`src/rtl/cache_mem_arbiter_pkg.sv`:
```
// Shared CPU-side definitions for the cache/memory arbiter: FSM encodings and
// the fixed byte-enable pattern used for instruction fetches.
package cache_mem_arbiter_pkg;

    typedef enum logic [1:0] {
        IDLE  = 2'd0,
        GNT_I = 2'd1,
        GNT_D = 2'd2
    } arb_state_t;

    // Instruction fetches always read a full word.
    localparam logic [3:0] ICACHE_SEL = 4'hF;

endpackage

```
`src/rtl/cache_mem_arbiter_rr_pick2.sv`:
```
// Two-way round-robin pick between icache (gnt[0]) and dcache (gnt[1]).
// On a tie the requester that was not served last wins.
module rr_pick2 (
    input  logic       req_i,
    input  logic       req_d,
    input  logic       last_d,
    output logic [1:0] gnt
);

    always_comb begin
        gnt = 2'b00;
        if (req_i && req_d) begin
            gnt = last_d ? 2'b01 : 2'b10;
        end else if (req_d) begin
            gnt = 2'b10;
        end else if (req_i) begin
            gnt = 2'b01;
        end
    end

endmodule

```
`src/rtl/cache_mem_arbiter.sv`:
```
// Arbitrates icache and dcache requests onto one memory port; one transaction
// at a time, never pre-empted, with an IDLE cycle between grants.
module cache_mem_arbiter
    import cache_mem_arbiter_pkg::*;
#(
    parameter int A_WIDTH = 32,
    parameter bit PRIO_D  = 1'b1
) (
    input  logic               clk,
    input  logic               rst,
    input  logic [A_WIDTH-1:0] i_a,
    input  logic               i_strobe,
    output logic [31:0]        i_dout,
    output logic               i_ready,
    input  logic [A_WIDTH-1:0] d_a,
    input  logic               d_strobe,
    input  logic               d_wr,
    input  logic [31:0]        d_din,
    input  logic [3:0]         d_sel,
    output logic [31:0]        d_dout,
    output logic               d_ready,
    output logic [A_WIDTH-1:0] m_a,
    output logic               m_strobe,
    output logic               m_wr,
    output logic [31:0]        m_din,
    output logic [3:0]         m_sel,
    input  logic [31:0]        m_dout,
    input  logic               m_ready,
    output logic               busy
);

    arb_state_t state;
    logic       last_d;
    logic       flushed;
    logic [1:0] gnt;

    rr_pick2 u_pick (
        .req_i  (i_strobe),
        .req_d  (d_strobe),
        .last_d (last_d),
        .gnt    (gnt)
    );

    always_ff @(posedge clk or posedge rst) begin
        if (rst) begin
            state    <= IDLE;
            last_d   <= ~PRIO_D;
            flushed  <= 1'b0;
            m_a      <= '0;
            m_strobe <= 1'b0;
            m_wr     <= 1'b0;
            m_din    <= '0;
            m_sel    <= '0;
        end else begin
            case (state)
                IDLE: begin
                    flushed <= 1'b0;
                    if (gnt[1]) begin
                        state    <= GNT_D;
                        m_strobe <= 1'b1;
                        m_a      <= d_a;
                        m_wr     <= d_wr;
                        m_din    <= d_din;
                        m_sel    <= d_sel;
                    end else if (gnt[0]) begin
                        state    <= GNT_I;
                        m_strobe <= 1'b1;
                        m_a      <= i_a;
                        m_wr     <= 1'b0;
                        m_din    <= '0;
                        m_sel    <= ICACHE_SEL;
                    end
                end
                GNT_I: begin
                    if (m_ready) begin
                        state    <= IDLE;
                        m_strobe <= 1'b0;
                        last_d   <= 1'b0;
                    end else if (!i_strobe) begin
                        flushed <= 1'b1;
                    end
                end
                GNT_D: begin
                    if (m_ready) begin
                        state    <= IDLE;
                        m_strobe <= 1'b0;
                        last_d   <= 1'b1;
                    end else if (!d_strobe) begin
                        flushed <= 1'b1;
                    end
                end
                default: state <= IDLE;
            endcase
        end
    end

    // A requester that dropped its strobe at any point in the grant has its
    // response swallowed, even if it re-raises the strobe before m_ready.
    assign i_ready = (state == GNT_I) && m_ready && i_strobe && !flushed;
    assign d_ready = (state == GNT_D) && m_ready && d_strobe && !flushed;
    assign i_dout  = i_ready ? m_dout : '0;
    assign d_dout  = d_ready ? m_dout : '0;
    assign busy    = (state != IDLE);

endmodule

```
`config.mk`:
```
export PLATFORM = sky130hd
export DESIGN_NAME = cache_mem_arbiter
export DESIGN_NICKNAME = d
export VERILOG_FILES = /design/src/rtl/cache_mem_arbiter_pkg.sv /design/src/rtl/cache_mem_arbiter_rr_pick2.sv /design/src/rtl/cache_mem_arbiter.sv
export SDC_FILE = /design/constraint.sdc
export NUM_CORES = 1
export LEC_CHECK = 0
export BUFFER_PORTS_ARGS = -buffer_cell sky130_fd_sc_hd__buf_4
export CORE_AREA = 2 2 108 110
export CTS_CLUSTER_DIAMETER = 60
export DETAILED_ROUTE_END_ITERATION = 10
export DIE_AREA = 0 0 110 112
export GPL_ROUTABILITY_DRIVEN = 0
export HOLD_SLACK_MARGIN = 0.05
export MAX_ROUTING_LAYER = met4
export PLACE_DENSITY = 0.67
export SETUP_SLACK_MARGIN = 0.1
export SYNTH_ARGS = -nofsm -noshare
export SYNTH_HDL_FRONTEND = slang
export SYNTH_HIERARCHICAL = 1
export SYNTH_SLANG_ARGS = --single-unit
```
`constraint.sdc`:
```
create_clock -name clk -period 4.9 [get_ports clk]
set_clock_uncertainty 0.05 [all_clocks]
set_input_delay 0.735 -clock clk [delete_from_list [all_inputs] [get_ports clk]]
set_output_delay 0.735 -clock clk [all_outputs]
set_load 0.01 [all_outputs]
```
==> summary.md <==
| Metric | Value |
|---|---|
| Initial antenna violation count | 0 |
| Tcrit/Tclk final | 0.535 |
| CP delay by family, top | simple AND/OR/NAND/NOR gates |
| Worst path required time | a little over 5 ns |
| Register area | around 1900 um^2 |
| Die footprint | roughly 12000 um^2 |
| Mapped cell area | 3610 um^2 |
| Most area-consuming cells after synthesis | dfrtp_1, and2_1, mux2i_1, a22o_1, nand2_1 |
| Root buf cell | clkbuf_16 |
| Cell mode on critical path | buf_4 |
| Layout cells sized above 1 | 0.495 |
| Die width | approximately 110 um |
| Crit-path slowest cell | and2_1 |
| Main synth FF type | dfrtp_1 |
| Place WS | 1.91 ns |
| Clk pwr share | 0.240 |
| Drt drc | 0 |
| Sw Ratio | 0.337 |
| Combinational Power Share | 0.424 |
| Syn nets | roughly 480 |
| Count leader, synth | dfrtp_1 |
| Post-synth EDFFs | 0 |
| CORE AREA | ~11000 um^2 |
| Top Usage Layer GRT | met2 |
| WL per Instance | around 15 um |
| Row cnt | 39 |
| Maxcap violations | 0 |
| Initial Util | 0.323 |
| CTS tree | built |
| Filler Cell Count | 1027 |
| Via/cell ratio | 4.60 |
| CP Launch Type | primary input |
| RSZ-0062 raised after global routing | false |
| Post-Syn Instances | about 330 |
| Final Hold Fails | 0 |
| Fmax | roughly 380 MHz |
| Met1 Use GR | 0.198 |
| Maximum clock path buffer count | 2 |
| Tot GR Track Use | 0.179 |
| IO Count | approximately 280 |
| Worst hold path type | primary input to async pin |
| Maximum VDD drop | around 0.28 mV |
| Clock sink count | 74 |
| Vias | between 3000 and 4000 |
| Most instantiated cells after synthesis | dfrtp_1, and2_1, nand2_1 |
| Met3 usage | 0.0439 |
| Antenna viol nets, final | 0 |
| Register area share after synthesis | 0.513 |
| Top cell type's share of synthesized area | 0.513 |
| Worst rel slew slack | 0.252 |
| Number of detailed-route iterations in the first pass | 4 |
| Area after DPL | between 5000 and 6000 um^2 |
| Minimum clock period | around 2.6 ns |
| Yosys reg bits | 74 |
| Max Transition Viols Final | 0 |
| Final setup TNS | 0 ns |
| H-tree depth | 3 |
| # diodes | 0 |
| Cts repair resizes | 0 |
| First-pass GRT wire length | 16600 um |
| Status | finished, final reports clean |
| CTS clk-pin slew, worst paths | around 0.06 ns |
| Internal Power | 2.07 mW |
| Asr flop ratio synth | 1.00 |
| Congestion Overflow GR | 0 |
| Mapped Avg Cell Area | 10.8 um^2 |
| Chip height | approximately 110 um |
| Synth unique cells | 27 |
| Fin worst setup slack | ~2.3 ns |
| Yosys warnings | 6 |
| Fin area | ~6100 um^2 |
| Layout Nets | 740 |
| Crit Path Category | primary input to register |
| Detailed Place HPWL | roughly 8800 um |
| Leak | between 3 and 4 nW |
| Area Growth Syn to Fin | 68.2% |
| Worst path cell trace | buf_4 > a21boi_4 > buf_4 > and2_1 > a22o_1 |
| Worst EP arrival | 2.82 ns |
| Crit end category | register |
| Hold_buf cts | 0 |
| Largest net degree at the start of global routing | 53 |
| Buf/Inv on CP | 2 |
| Post-CTS Setup Bufs | 0 |
| Count of input and output buffers | 274 |
| GR Layer Usage met2 | 0.318 |
| Total CTS buffers | 9 |
| Routed wire length | ~11000 um |
| Area of the multi-input gates | about 1600 um^2 |
| Reg power frac | 0.336 |
| Worst-margin pin slew | approximately 1.1 ns |
| NetSw | between 1 and 1.5 mW |
| Clk_lat worst skew | about 0.32 ns |
| Setup violators final | 0 |
| Critical path fanouts, max | 38 |
| Max incr delay on CP | slightly below 1 ns |
| Initial DRC count | just over 90 |
| PwrDens | roughly 510 nW/um^2 |
| Number of global-route vias before repair | 3406 |
| Area leader, netlist | dfrtp_1 |
[kinds of logic (layout without fill, tap and decap cells)]
group,after synthesis,in the layout,synth area share
and+or+nand+nor,107,107,0.164
AOI/OAI and AO/OA,83,83,0.160
DFF,74,74,0.513
muxes,33,33,0.0918
buffers and inverters,31,300,0.0540
adders and majority gates,5,5,0.0173
[registers in the layout, indices dropped and copies added (netlist names)]
signal,count
last_d,1
flushed,1
state,2
m_din,32
m_a,32
m_wr,1
m_sel,4
m_strobe,1
[per-stage QoR]
stage               std cells   util  power, mW  hold slack [ns]
detailed placement        729  0.513       2.41            0.421
floorplan                 333      -       1.74            0.422
global route              745  0.544       3.32            0.457
finish                    745  0.544       3.13            0.429
global placement          729  0.513       2.37            0.417
CTS                       745  0.544       3.17            0.435
[layout by cell type (no fill, tap or decap), types with 6 or more instances in the layout]
master / netlist / routed
nand2_1: 34 / 34
o21ai_0: 21 / 21
mux2i_1: 32 / 32
inv_1: 7 / 6
a22o_1: 33 / 33
clkbuf_16: 0 / 9
dfrtp_1: 74 / 74
and2_1: 65 / 65
buf_4: 3 / 276
o21ai_1: 16 / 16
[power groups by stage]
stage | Clock, mW | Sequential, mW | Combinational, mW
after floorplan | 0 | 1.15 | 0.597
after global placement | 0 | 1.05 | 1.32
after detailed placement | 0 | 1.05 | 1.36
after CTS | 0.767 | 1.05 | 1.35
after global routing | 0.791 | 1.09 | 1.44
final | 0.750 | 1.05 | 1.32
[final timing paths]
kind | from | endpoint | slack, ns | depth (start not counted)
setup / recovery | d_strobe | m_din[30] | 2.28 | 5
hold / removal | rst | m_a[12] | 0.43 | 2
hold reg to reg | m_a[23] | m_a[23] | 0.43 | 2
setup reg to reg | last_d | m_din[30] | 2.36 | 4
min in group clk | m_a[23] | m_a[23] | 0.43 | 2
max in group asynchronous | rst | m_a[22] | 3.33 | 3
[layer usage]
layer	up-vias	wire, um
met3	8	1040
met1	1572	4220
li1	1675	-
met5	-	0
met4	0	119
met2	172	5830
[layout make-up]
type,instances,share of cell area
multi-input combinational,228,0.261
clock inverter,6,0.0189
sequential,74,0.305
clock buffer,10,0.0377
timing repair buffer,277,0.344
tap,143,0.0294
inverter,7,0.00432
(Power assumes the default switching activity.)
